[src/rtl/frame_pkg.sv]
// frame_pkg: shared types and constants for the camera write path and display window mapping
// Holds the FSM state type, the HDMI/camera geometry constants, the default pixel width
// and the address-width helper used by every frame_writer file.
package frame_pkg;
  typedef enum logic [1:0] {IDLE, ACTIVE, DONE} fw_state_t;
  localparam int HDMI_H = 1280;
  localparam int HDMI_V = 720;
  localparam int CAM_W = 480;
  localparam int CAM_H = 640;
  localparam int DEF_PIX_W = 16;
  function automatic int addr_w(input int w, input int h);
    return $clog2(w * h);
  endfunction
endpackage

[src/rtl/frame_writer_if.sv]
// frame_writer_if: camera pixel stream in, frame-buffer write port and status out
// Ports: frame_start_in/pixel_valid_in/pixel_in (camera side), wr_en_out/wr_addr_out/
// wr_data_out/hcount_out/vcount_out (write port), frame_done_out/short_frame_out/overflow_out.
// slave = frame_writer, master = camera/frame-buffer side.
interface frame_writer_if
  import frame_pkg::*;
#(
  parameter int WIDTH = CAM_W,
  parameter int HEIGHT = CAM_H,
  parameter int PIX_W = DEF_PIX_W
);
  localparam int ADDR_W = addr_w(WIDTH, HEIGHT);
  logic frame_start_in;
  logic pixel_valid_in;
  logic [PIX_W-1:0] pixel_in;
  logic wr_en_out;
  logic [ADDR_W:0] wr_addr_out;
  logic [PIX_W-1:0] wr_data_out;
  logic [10:0] hcount_out;
  logic [9:0] vcount_out;
  logic frame_done_out;
  logic short_frame_out;
  logic overflow_out;
  modport slave (
    input frame_start_in, pixel_valid_in, pixel_in,
    output wr_en_out, wr_addr_out, wr_data_out, hcount_out, vcount_out,
    output frame_done_out, short_frame_out, overflow_out
  );
  modport master (
    output frame_start_in, pixel_valid_in, pixel_in,
    input wr_en_out, wr_addr_out, wr_data_out, hcount_out, vcount_out,
    input frame_done_out, short_frame_out, overflow_out
  );
endinterface

[src/rtl/frame_writer_raster_counter.sv]
// raster_counter: column/row/linear-address tracker for a WIDTH x HEIGHT raster
// Ports: clk_in, rst_n_in (sync, active-low), clr_in (restart at pixel 0), inc_in (pixel taken),
// h_out/v_out/addr_out = position of the pixel taken this cycle, last_out = that pixel is the last.
// Outputs already account for clr_in so a clear and a pixel in the same cycle land at (0,0).
module raster_counter
  import frame_pkg::*;
#(
  parameter int WIDTH = CAM_W,
  parameter int HEIGHT = CAM_H
) (
  input  logic clk_in,
  input  logic rst_n_in,
  input  logic clr_in,
  input  logic inc_in,
  output logic [10:0] h_out,
  output logic [9:0] v_out,
  output logic [addr_w(WIDTH, HEIGHT)-1:0] addr_out,
  output logic last_out
);
  localparam int ADDR_W = addr_w(WIDTH, HEIGHT);
  localparam logic [10:0] H_LAST = 11'(WIDTH - 1);
  localparam logic [9:0] V_LAST = 10'(HEIGHT - 1);
  logic [10:0] h_q, h_d;
  logic [9:0] v_q, v_d;
  logic [ADDR_W-1:0] addr_q, addr_d;
  logic wrap;
  always_comb begin
    h_out = clr_in ? '0 : h_q;
    v_out = clr_in ? '0 : v_q;
    addr_out = clr_in ? '0 : addr_q;
    wrap = h_out == H_LAST;
    last_out = wrap && v_out == V_LAST;
    h_d = !inc_in ? h_out : wrap ? '0 : h_out + 11'd1;
    v_d = !inc_in || !wrap ? v_out : last_out ? '0 : v_out + 10'd1;
    addr_d = !inc_in ? addr_out : last_out ? '0 : addr_out + 1'b1;
  end
  always_ff @(posedge clk_in) begin
    h_q <= !rst_n_in ? '0 : h_d;
    v_q <= !rst_n_in ? '0 : v_d;
    addr_q <= !rst_n_in ? '0 : addr_d;
  end
endmodule

[src/rtl/frame_writer.sv]
// frame_writer: turns the camera raster stream into registered frame-buffer writes
// Ports: clk_in, rst_n_in (sync, active-low), bus (frame_writer_if.slave: pixel stream in,
// write strobe/address/data/coordinates and frame_done/short_frame/overflow status out).
// FRAME_WRITER_PINGPONG_EN: when defined the address MSB is a bank bit flipped after each
// completed frame; otherwise it stays 0.
module frame_writer
  import frame_pkg::*;
#(
  parameter int WIDTH = CAM_W,
  parameter int HEIGHT = CAM_H,
  parameter int PIX_W = DEF_PIX_W
) (
  input logic clk_in,
  input logic rst_n_in,
  frame_writer_if.slave bus
);
  localparam int ADDR_W = addr_w(WIDTH, HEIGHT);
  fw_state_t state_q, state_d;
  logic start, accept, last, toggle;
  logic [10:0] h;
  logic [9:0] v;
  logic [ADDR_W-1:0] addr;
  logic wr_en_q, wr_en_d, frame_done_q, frame_done_d;
  logic short_q, short_d, ovf_q, ovf_d, bank_q, bank_d;
  logic [ADDR_W:0] wr_addr_q, wr_addr_d;
  logic [PIX_W-1:0] wr_data_q, wr_data_d;
  logic [10:0] hcount_q, hcount_d;
  logic [9:0] vcount_q, vcount_d;
  assign start = bus.frame_start_in;
  // frame_start opens a frame in any state, so a coincident pixel is always accepted
  assign accept = bus.pixel_valid_in && (start || state_q == ACTIVE);
`ifdef FRAME_WRITER_PINGPONG_EN
  assign toggle = state_q == DONE;
`else
  assign toggle = 1'b0;
`endif
  raster_counter #(.WIDTH(WIDTH), .HEIGHT(HEIGHT)) u_raster (
    .clk_in(clk_in),
    .rst_n_in(rst_n_in),
    .clr_in(start),
    .inc_in(accept),
    .h_out(h),
    .v_out(v),
    .addr_out(addr),
    .last_out(last)
  );
  always_ff @(posedge clk_in) state_q <= !rst_n_in ? IDLE : state_d;
  always_comb begin
    state_d = accept && last ? DONE : start ? ACTIVE : state_q == DONE ? IDLE : state_q;
  end
  // bank_d is used for the address so a pixel arriving with frame_start in DONE lands in the new bank
  always_comb begin
    bank_d = bank_q ^ toggle;
    wr_en_d = accept;
    wr_addr_d = accept ? {bank_d, addr} : wr_addr_q;
    wr_data_d = accept ? bus.pixel_in : wr_data_q;
    hcount_d = accept ? h : hcount_q;
    vcount_d = accept ? v : vcount_q;
    frame_done_d = state_q == DONE;
    short_d = short_q || (start && state_q == ACTIVE);
    ovf_d = ovf_q || (bus.pixel_valid_in && !accept);
  end
  always_ff @(posedge clk_in) begin
    if (!rst_n_in) begin
      bank_q <= 1'b0;
      wr_en_q <= 1'b0;
      wr_addr_q <= '0;
      wr_data_q <= '0;
      hcount_q <= '0;
      vcount_q <= '0;
      frame_done_q <= 1'b0;
      short_q <= 1'b0;
      ovf_q <= 1'b0;
    end else begin
      bank_q <= bank_d;
      wr_en_q <= wr_en_d;
      wr_addr_q <= wr_addr_d;
      wr_data_q <= wr_data_d;
      hcount_q <= hcount_d;
      vcount_q <= vcount_d;
      frame_done_q <= frame_done_d;
      short_q <= short_d;
      ovf_q <= ovf_d;
    end
  end
  assign bus.wr_en_out = wr_en_q;
  assign bus.wr_addr_out = wr_addr_q;
  assign bus.wr_data_out = wr_data_q;
  assign bus.hcount_out = hcount_q;
  assign bus.vcount_out = vcount_q;
  assign bus.frame_done_out = frame_done_q;
  assign bus.short_frame_out = short_q;
  assign bus.overflow_out = ovf_q;
endmodule

[src/flat_wrapper.sv]
// flat-port wrapper written by rule: the top's interface ports become plain ports
module frame_writer_flat import frame_pkg::*;
#(
  parameter int WIDTH = CAM_W,
  parameter int HEIGHT = CAM_H,
  parameter int PIX_W = DEF_PIX_W
)
  (clk_in, rst_n_in, bus_frame_start_in, bus_pixel_valid_in, bus_pixel_in, bus_wr_en_out, bus_wr_addr_out, bus_wr_data_out, bus_hcount_out, bus_vcount_out, bus_frame_done_out, bus_short_frame_out, bus_overflow_out);
  frame_writer_if #(.WIDTH(WIDTH), .HEIGHT(HEIGHT), .PIX_W(PIX_W)) bus_i ();
  input logic clk_in;
  input logic rst_n_in;
  input wire logic [$bits(bus_i.frame_start_in)-1:0] bus_frame_start_in;
  input wire logic [$bits(bus_i.pixel_valid_in)-1:0] bus_pixel_valid_in;
  input wire logic [$bits(bus_i.pixel_in)-1:0] bus_pixel_in;
  output wire logic [$bits(bus_i.wr_en_out)-1:0] bus_wr_en_out;
  output wire logic [$bits(bus_i.wr_addr_out)-1:0] bus_wr_addr_out;
  output wire logic [$bits(bus_i.wr_data_out)-1:0] bus_wr_data_out;
  output wire logic [$bits(bus_i.hcount_out)-1:0] bus_hcount_out;
  output wire logic [$bits(bus_i.vcount_out)-1:0] bus_vcount_out;
  output wire logic [$bits(bus_i.frame_done_out)-1:0] bus_frame_done_out;
  output wire logic [$bits(bus_i.short_frame_out)-1:0] bus_short_frame_out;
  output wire logic [$bits(bus_i.overflow_out)-1:0] bus_overflow_out;
  assign bus_i.frame_start_in = bus_frame_start_in;
  assign bus_i.pixel_valid_in = bus_pixel_valid_in;
  assign bus_i.pixel_in = bus_pixel_in;
  assign bus_wr_en_out = bus_i.wr_en_out;
  assign bus_wr_addr_out = bus_i.wr_addr_out;
  assign bus_wr_data_out = bus_i.wr_data_out;
  assign bus_hcount_out = bus_i.hcount_out;
  assign bus_vcount_out = bus_i.vcount_out;
  assign bus_frame_done_out = bus_i.frame_done_out;
  assign bus_short_frame_out = bus_i.short_frame_out;
  assign bus_overflow_out = bus_i.overflow_out;
  frame_writer #(.WIDTH(WIDTH), .HEIGHT(HEIGHT), .PIX_W(PIX_W)) u_core (.clk_in(clk_in), .rst_n_in(rst_n_in), .bus(bus_i));
endmodule
[config.mk]
export PLATFORM = sky130hd
export DESIGN_NAME = frame_writer_flat
export DESIGN_NICKNAME = d
export VERILOG_FILES = /design/src/rtl/frame_pkg.sv /design/src/rtl/frame_writer_if.sv /design/src/rtl/frame_writer_raster_counter.sv /design/src/rtl/frame_writer.sv /design/src/flat_wrapper.sv
export SDC_FILE = /design/constraint.sdc
export NUM_CORES = 1
export LEC_CHECK = 0
export CAP_MARGIN = 30
export CORE_ASPECT_RATIO = 1.1
export CORE_MARGIN = 1
export CORE_UTILIZATION = 42
export CTS_BUF_LIST = sky130_fd_sc_hd__clkbuf_4
export DETAILED_ROUTE_END_ITERATION = 10
export DONT_BUFFER_PORTS = 1
export PLACE_DENSITY_LB_ADDON = 0.08
export SETUP_SLACK_MARGIN = 0.4
export SLEW_MARGIN = 0
export SYNTH_ARGS = -nofsm -noshare
export SYNTH_HDL_FRONTEND = slang
export SYNTH_SLANG_ARGS = --single-unit
[constraint.sdc]
create_clock -name clk_in -period 4.3 [get_ports clk_in]
set_clock_uncertainty 0.2 [all_clocks]
set_input_delay 0.43 -clock clk_in [delete_from_list [all_inputs] [get_ports clk_in]]
set_output_delay 0.43 -clock clk_in [all_outputs]
set_load 0.01 [all_outputs]
==> results of run 1 <==
## report_power, final
group,switching (µW),internal (µW)
clock network,316,172
logic,63.5,32.6
registers,13.8,958
## worst min path at each step
stage / cells after the start / startpoint / slack, ns / end
4_1_cts: 3 / rst_n_in / 0.007 / u_core.u_raster.v_q[8]
6_report: 3 / rst_n_in / 0.04 / u_core.u_raster.v_q[8]
3_3_place_gp: 2 / u_core.u_raster.addr_q[18] / 0.27 / u_core.u_raster.addr_q[18]
2_1_floorplan: 2 / u_core.u_raster.addr_q[18] / 0.25 / u_core.u_raster.addr_q[18]
3_5_place_dp: 2 / u_core.u_raster.addr_q[18] / 0.27 / u_core.u_raster.addr_q[18]
5_1_grt: 3 / rst_n_in / 0.01 / u_core.u_raster.v_q[8]
## logic make-up after synthesis
family | Yosys count | share of synthesized area
simple gates | 249 | 0.2978
compound gates | 114 | 0.1498
flops | 102 | 0.4674
fa+ha+maj | 3 | 0.008592
other cells | 1 | 0.0008583
xor+xnor | 15 | 0.03007
mux | 1 | 0.002291
buf+inv | 43 | 0.04324
## worst max-delay path, delay by kind of cell (launching register included)
family,cells,cell delay [ns]
compound gates,1,0.99
fa+ha+maj,1,0.23
flops,1,0.37
simple gates,4,1.00
## Yosys cell counts, drive strengths merged (2+ instances only)
library cell / instances
nor2b: 18
ha: 3
nand3: 14
and4b: 6
nand4: 13
nor4: 2
nand2: 104
xnor2: 7
xor2: 8
buf: 17
nor3: 8
o21ai: 13
nor2: 25
nand2b: 3
clkbuf: 16
o211ai: 5
and4: 2
o31ai: 7
a21oi: 78
or4: 5
inv: 10
or3: 13
and2: 2
nand4b: 2
and3b: 4
and3: 4
o2111ai: 2
nand3b: 21
dfxtp: 102
## cell type report
type                       count  area share
multi-input combinational    383      0.4525
sequential                   102      0.4296
timing repair buffer          24     0.05054
tap                          120     0.03159
clock buffer                   9     0.01421
clock inverter                 7     0.01369
inverter                      10    0.007897
## through the flow
step,setup WS [ns],instances
global placement,1.376,619
global route,1.135,655
finish,1.369,655
floorplan,1.748,528
CTS,1.368,655
detailed placement,1.326,619
## layout by cell type (no fill, tap or decap), types with 3 or more instances in the layout
master,instances
clkinvlp_4,3
o211ai_1,5
o31ai_1,5
dlygate4sd3_1,19
xnor2_1,7
a21oi_1,78
and3b_1,4
ha_1,3
and3_1,4
nand2_1,104
nand4_1,11
nor3_1,8
buf_4,4
xor2_1,8
clkbuf_4,9
and4b_1,5
nand3b_1,21
inv_1,9
or4_1,5
or3_1,13
nor2b_1,18
nor2_1,25
nand2b_1,3
dfxtp_1,102
nand3_1,14
o21ai_0,12
## per-layer routing
layer	part of all wire	vias up
li1	-	1835
met1	0.44	1736
met2	0.51	72
met3	0.042	9
met4	0.011	0
met5	0	-
## timing repair
action | 4_1_cts | 5_1_grt
gates resized for setup | 0 | 0
hold endpoints to repair | 75 | 0
hold buffers | 20 | 0
## flip-flops by register name, indices dropped and copies added (netlist names)
name	cells
u_core.u_raster.addr_q	19
u_core.state_q	2
u_core.u_raster.h_q	11
u_core.u_raster.v_q	10
u_core.bus.frame_done_out	1
u_core.bus.wr_data_out	16
u_core.bus.wr_addr_out	19
u_core.bus.hcount_out	11
u_core.bus.overflow_out	1
u_core.bus.wr_en_out	1
u_core.bus.vcount_out	10
u_core.bus.short_frame_out	1
==> metrics.txt, run 1 <==
Synth async-reset ratio=0; Mapped Area=4369 µm²; postcts setup bufs=0; GR Layer Usage met3=0.04872; Critical Path, Cell by Cell=nor2b_1 -> ha_1 -> and3_1 -> nand4_2 -> o31ai_2 -> nor2_1; Fmax=0.3412 GHz; syn nets=551; Multi-input gate area=2151 µm²; MaxCap Viol Count=0; PD cells=327.3 nW/µm²; number of global-route vias before repair=3450; Placer Congestion=0.7686; Crit Path Class=reg -> reg; status=finished clean; H-tree Lvls=3; placed cell areas=4410 µm²; Register Area=2042 µm²; pin count of the biggest net entering global routing=72; Post-Syn Area per Cell=8.275 µm²; Core Rows=38; root buf cell=clkbuf_4; Leak=0.001531 µW; clk buf depth=2; total chip power=1556 µW; DIE AREA=10810 µm²; CP Capture Type=flip-flop; fin nets=553; P&R area growth vs syn=8.792%; WL per Instance=16.52 µm; fin util=0.4761; Vias/cell=5.576; crit path launch type=flip-flop; Seq/Total Area, Yosys=0.4674; Starting DRT DRC Count=147; number of diodes=0; clk sinks=102; Post-Route WL=10820 µm; cell taking the most area after synthesis=dfxtp_1; total track usage=0.2068; number of cells on the worst reg-to-reg path=6; Setup crit start=u_core.u_raster.h_q[0]; crit path max-delay cell type=o31ai_2; top cell type's share of synthesized area=0.4674; worst path arrival time=3.05 ns; Hold Slack=0.03697 ns; R2R setup slack=1.37 ns; EDFF count, synth=0; Setup crit end=u_core.u_raster.addr_q[5]; Via Count=3652; Initial Utilization=0.4376; IO buf count=0; First-pass DRT Iterations=4; final hold vios=0; detailed-route DRC error count=0; Tcrit/Tclk final=0.6817; Synth area leaders=dfxtp_1 47%, a21oi_1 8.9%, nand2_1 8.9%; Yosys reg bits=102; Syn Inst Count=528; Routed Antenna Nets=0; Crit Path Max Fanout=21; clock-pin transition on the worst setup and hold timing paths=0.15 ns; DP Wirelength=6999 µm; Req. time, crit path=4.42 ns; Clock Latency Late Sink=0.46 ns; post-route cell area=4753 µm²; Max VDD drop=0.1516 mV; met1 usage=0.2414; Worst path max stage delay=0.99 ns; actual slew at the worst max-slew pin=0.9948 ns; Core ar.=9985 µm²; first-pass GRT wire length=17250 µm; setup total negative slack=0 ns; Slew Limit Fails=0; met2 usage in global routing=0.3666; minimum clock period=2.931 ns; DIE WIDTH=99.25 µm; TritonCTS clock tree=done; RR Endpoint=u_core.u_raster.addr_q[5]; GRT Max-Usage Layer=met2; ratio of cells with drive above 1 in the final layout=0.05607; Synth Flop Type=dfxtp_1; Unique masters post-synth=51; synth warn=0; die height=109.0 µm; headroom to the max-slew limit=0.3328; RSZ-0062 raised after global routing=no; R2R Path Start=u_core.u_raster.h_q[0]; I/O Pins=81; Num CTS Buffers=9; final setup vio count=0; Hold Path Class=in -> reg; fillers=1012; Remaining Overflow, GRT=0; antenna violations before repair=0
(Power assumes the default switching activity.)
==> run 2, diff against run 1 <==
Clock period 4.3 ns to 2.8 ns, I/O delays scaled along.
==> run 2 against run 1 <==
Highest routed layer unchanged. Via count grew 3.0%. Non-clock buffer count grew 16. Final area grew 4.1%. Worst hold slack lost 0.0046 ns. Critical endpoint is now u_core.u_raster.v_q[8]. Wire length increased by 5.3%. Sequential cell count did not move. Utilization grew 1.9 points. Count of clock-buffer cells in the layout grew 1. Global-route usage up 0.37 points. Sequential share of layout area down 1.7 points. Sequential power up 53%. Largest power group unchanged. Largest cell class unchanged. Critical path depth unchanged.
==> metrics.txt, run 2 (synthesis gave the netlist of run 1 again) <==
pin count of the biggest net entering global routing=53 (-26%); first-pass GRT wire length=17830 µm (+3.4%); WL per Instance=16.93 µm (+2.5%); Critical Path, Cell by Cell=nor2b_2 -> ha_1 -> and3_1 -> o2111ai_2 -> or4_1 -> a21boi_0; min-delay src=bus_frame_start_in; Crit Path Class=reg -> reg; Num CTS Buffers=9 (unchanged); Hold Slack=0.03235 ns (-0.004622 ns); most frequent cells in the layout=104 x nand2_1, 102 x dfxtp_1, 78 x a21oi_1; Fmax=0.4384 GHz (+28%); Top delay family on crit path=simple AND/OR/NAND/NOR gates; RR Endpoint=u_core.u_raster.v_q[8]; detailed-route DRC error count=0 (unchanged); clock-pin transition on the worst setup and hold timing paths=0.15 ns (about the same); Placer Congestion=0.8343 (+8.5%); hold path depth=4 (+1); headroom to the max-slew limit=0.4446 (+0.1118); RSZ-0062 raised after global routing=yes; Clock Latency Late Sink=0.47 ns (about the same); actual slew at the worst max-slew pin=0.8330 ns (-0.1618 ns); number of cells on the worst reg-to-reg path=6 (unchanged); MaxCap Viol Count=0 (unchanged); CP Capture Type=flip-flop; Post-Route WL=11390 µm (+5.3%); P&R area growth vs syn=13.23%; clk buf depth=2 (unchanged); ratio of cells with drive above 1 in the final layout=0.08680 (+0.03072); antenna violations before repair=0 (unchanged); IO buf count=0 (unchanged); Via Count=3763 (+3.0%); Remaining Overflow, GRT=0 (unchanged); Worst path max stage delay=0.55 ns (-0.44 ns); minimum clock period=2.281 ns (-0.6500 ns); First-pass DRT Iterations=4 (unchanged); TritonCTS clock tree=done; Hold Path Class=in -> reg; Req. time, crit path=3.00 ns (-1.42 ns); number of diodes=0 (unchanged); Initial Utilization=0.4376 (unchanged); die height=109.0 µm (unchanged); DIE AREA=10810 µm² (unchanged); DP Wirelength=7159 µm (+2.3%); Register Area=2042 µm² (unchanged); Core ar.=9985 µm² (unchanged); final hold vios=0 (unchanged); Core Rows=38 (unchanged); crit path launch type=flip-flop; crit path max-delay cell type=or4_1; Crit Path Max Fanout=6 (-71%); R2R setup slack=0.52 ns (-0.85 ns); final setup vio count=0 (unchanged); DIE WIDTH=99.25 µm (unchanged); Starting DRT DRC Count=146 (-0.68%); R2R Path Start=u_core.u_raster.v_q[0]; worst path arrival time=2.48 ns (-0.57 ns); I/O Pins=81 (unchanged); status=finished clean; Max VDD drop=0.2309 mV (+52%); total track usage=0.2105 (+0.003717); root buf cell=clkbuf_4; Leak=0.001627 µW (+6.3%); Tcrit/Tclk final=0.8147 (+0.1330); fillers=1008 (-0.40%); H-tree Lvls=3 (unchanged); commonest non-fill, non-tap cell in the layout=nand2_1; Hold Path End=u_core.u_raster.v_q[1]; PD cells=504.2 nW/µm² (+54%); fin nets=571 (+3.3%); Routed Antenna Nets=0 (unchanged); Buf+Inv Stages, Crit Path=0 (unchanged); number of global-route vias before repair=3602 (+4.4%); Multi-input gate area=2198 µm² (+2.2%); Slew Limit Fails=0 (unchanged); setup total negative slack=0 ns (unchanged); clk sinks=102 (unchanged); Vias/cell=5.591 (+0.28%)
run 2: cell count changes in the layout (fill, tap and decap cells not counted), moves of 3 or more:
cell           previous run  this run
buf_4                     4        17
clkinvlp_4                3         0
dlygate4sd3_1            19        22
nor2b_1                  18        15
nor2b_2                   0         3
run 2: through the flow:
| step | utilization | total power, µW | cells | setup slack [ns] | area [µm²] |
|---|---|---|---|---|---|
| after CTS | 0.4870 | 2519 | 664 | 0.4508 | 4862 |
| final | 0.4955 | 2494 | 673 | 0.5188 | 4947 |
| after global placement | 0.4480 | 1644 | 627 | 0.4588 | 4473 |
| after floorplan | - | 1622 | 528 | 0.4137 | 4372 |
| after global routing | 0.4955 | 2605 | 673 | 0.3613 | 4947 |
| after detailed placement | 0.4480 | 1647 | 627 | 0.3280 | 4473 |
run 2: final cells by class:
| class | count | area share |
|---|---|---|
| clock buffer | 10 | 0.01517 |
| clock inverter | 6 | 0.01543 |
| inverter | 10 | 0.007587 |
| multi-input combinational | 385 | 0.4444 |
| sequential | 102 | 0.4127 |
| tap | 120 | 0.03035 |
| timing repair buffer | 40 | 0.07436 |
run 2: where the power goes:
group	internal (µW)	switching (µW)	leakage, µW
logic	61.3	108	0.000719
clock network	363	470	0.0000829
registers	1470	21.2	0.000825
total	1900	599	0.00163
run 2: how the worst max path moves through the flow:
stage                                       from                endpoint  slack [ns]  depth (start not counted)
after global placement    u_core.u_raster.h_q[1]  u_core.u_raster.v_q[0]        0.46                          6
final                     u_core.u_raster.v_q[0]  u_core.u_raster.v_q[8]        0.52                          6
after detailed placement  u_core.u_raster.h_q[1]  u_core.u_raster.v_q[0]        0.33                          6
after global routing      u_core.u_raster.h_q[5]  u_core.u_raster.v_q[0]        0.36                          4
after CTS                 u_core.u_raster.v_q[0]  u_core.u_raster.v_q[8]        0.45                          6
after floorplan               bus_frame_start_in  u_core.u_raster.v_q[7]        0.41                          9
run 2: tightest hold or removal path, cell delays in order:
cell and delay, ns:
buf_12 0.20, nor2b_2 0.09, nand2_1 0.05, a21oi_1 0.05
run 2: layer usage:
metal	global-route usage	part of all wire	wire (µm)
met1	0.2508	0.46	5203
met2	0.3745	0.49	5569
met4	0.07248	0.017	195
met5	0	0	0
met3	0.04615	0.037	425
run 2: timing repair:
item,in CTS,in global routing
hold buffers,21,2
endpoints found under the hold margin,94,10
setup buffers,0,5
pin swaps,0,2
gates cloned,0,2
endpoints found under the setup margin,8,38
gates resized for setup,2,3
==> run 3, diff against run 2 <==
Clock period 2.8 ns to 2.1 ns, I/O delays scaled along.
==> run 3 against run 2 <==
The flow now finishes with violations (negative hold slack). Final area rose by 15%. Worst hold slack lost 0.29 ns. Critical path depth shrank 2. Global-route usage is 0.31 points higher. Critical path type unchanged. Critical endpoint is now u_core.u_raster.v_q[7].
==> metrics.txt, run 3 (synthesis gave the netlist of run 1 again) <==
status=complete, but fails checks; violated checks=negative hold slack; DIE AREA=10810 µm² (unchanged); Slew Limit Fails=0 (unchanged); Routed Antenna Nets=0 (unchanged); PD cells=585.0 nW/µm² (+16%); clk sinks=102 (unchanged); number of cells on the worst reg-to-reg path=4 (-2); actual slew at the worst max-slew pin=0.6650 ns (-0.1679 ns); Vias/cell=5.485 (-1.9%); pin count of the biggest net entering global routing=72 (+36%); most frequent cells in the layout=102 x nand2_1, 94 x dfxtp_1, 66 x a21oi_1; routed wl met2=5260 µm (-5.5%); Crit Path Class=reg -> reg; Req. time, crit path=2.30 ns (-0.70 ns); Worst Setup Slack post-DPL=0.01886 ns (-0.3091 ns); Hold Slack=-0.2542 ns (-0.2866 ns); Via Count=3938 (+4.7%); detailed-route DRC error count=0 (unchanged); final setup vio count=0 (unchanged); minimum clock period=2.065 ns (-0.2165 ns); Initial Utilization=0.4376 (unchanged); First-pass DRT Iterations=6 (+2); antenna violations before repair=0 (unchanged); H-tree Lvls=3 (unchanged); fin nets=616 (+7.9%); Tcrit/Tclk final=0.9832 (+0.1685); total chip power=3337 µW (+34%); total track usage=0.2136 (+0.003110); Crit Path Max Fanout=6 (unchanged); clock-pin transition on the worst setup and hold timing paths=0.17 ns (+0.02 ns); WL per Instance=16.31 µm (-3.6%); Top Layer Used=met4; setup total negative slack=0 ns (unchanged); commonest non-fill, non-tap cell in the layout=nand2_1; met3 routed WL=790 µm (+86%); Starting DRT DRC Count=244 (+67%); worst path arrival time=2.26 ns (-0.22 ns); Core Rows=38 (unchanged); TritonCTS clock tree=done; root buf cell=clkbuf_4; Fmax=0.4843 GHz (+10%); first-pass GRT wire length=18270 µm (+2.5%); ratio of cells with drive above 1 in the final layout=0.2207 (+0.1339); die height=109.0 µm (unchanged); number of diodes=0 (unchanged); Max VDD drop=0.3100 mV (+34%); Leak=0.001963 µW (+21%); Placer Congestion=0.8044 (-3.6%); Hold Path Class=in -> reg; placed cell areas=4720 µm² (+5.5%); Post-Route WL=11710 µm (+2.8%); final hold vios=48 (+48); DP Wirelength=7153 µm (about the same); Num CTS Buffers=9 (unchanged); DIE WIDTH=99.25 µm (unchanged); Core ar.=9985 µm² (unchanged); crit path launch type=flip-flop; I/O Pins=81 (unchanged); hold path depth=2 (-2); Clock Latency Late Sink=0.45 ns (-0.02 ns); clk buf depth=2 (unchanged); number of global-route vias before repair=3682 (+2.2%); Metal-1 WL=5400 µm (+3.8%); IO buf count=0 (unchanged); setup ws final=0.03535 ns (-0.4835 ns); MaxCap Viol Count=0 (unchanged); RSZ-0062 raised after global routing=yes; post-route cell area=5704 µm² (+15%); Remaining Overflow, GRT=0 (unchanged); P&R area growth vs syn=30.56%; CP Capture Type=flip-flop; headroom to the max-slew limit=0.5550 (+0.1104)
-- run 3: area by class of cell --
| class | instances | area [µm²] |
|---|---|---|
| clock inverters | 7 | 80.08 |
| repair buffers | 87 | 893.4 |
| well taps | 120 | 150.1 |
| inverters | 10 | 37.54 |
| clock buffers | 9 | 67.56 |
| fillers | 931 | 4280 |
| multi-input cells | 383 | 2421 |
| flip-flops and latches | 102 | 2054 |
-- run 3: final timing paths --
| check | startpoint | to | slack [ns] |
|---|---|---|---|
| min reg2reg | u_core.state_q[0] | u_core.bus.frame_done_out | 0.29 |
| max | u_core.u_raster.v_q[3] | u_core.u_raster.v_q[7] | 0.04 |
| max reg2reg | u_core.u_raster.v_q[3] | u_core.u_raster.v_q[7] | 0.04 |
| min | bus_frame_start_in | u_core.bus.wr_addr_out[15] | -0.25 |
-- run 3: critical path, stage by stage, from the launching register on --
cell,delay (ns)
dfxtp_1,0.41
and3b_1,0.28
nand4_1,0.38
or4_4,0.61
a21oi_2,0.12
-- run 3: report_power, final --
part | internal (µW) | switching [µW]
clock network | 378 | 690
registers | 1960 | 28.0
logic | 129 | 149
total | 2470 | 867
-- run 3: metal layers --
layer | global-route usage | up-vias
li1 | - | 1958
met1 | 0.2772 | 1843
met2 | 0.3353 | 115
met3 | 0.05385 | 22
met4 | 0.09664 | 0
met5 | 0 | -
-- run 3: through the flow --
step	cells	utilization	hold slack, ns
3_5_place_dp	639	0.4727	0.1526
5_1_grt	718	0.5713	-0.2899
2_1_floorplan	528	-	0.1460
3_3_place_gp	639	0.4727	0.1487
4_1_cts	708	0.5508	-0.2973
6_report	718	0.5713	-0.2542
-- run 3: repair_timing --
| action | in CTS | in global routing |
|---|---|---|
| gates cloned | 1 | 1 |
| pin swaps | 27 | 20 |
| setup buffers | 18 | 11 |
| resized for setup | 36 | 33 |
| hold buffers | 34 | 1 |
| setup endpoints to repair | 99 | 98 |
| endpoints found under the hold margin | 102 | 51 |
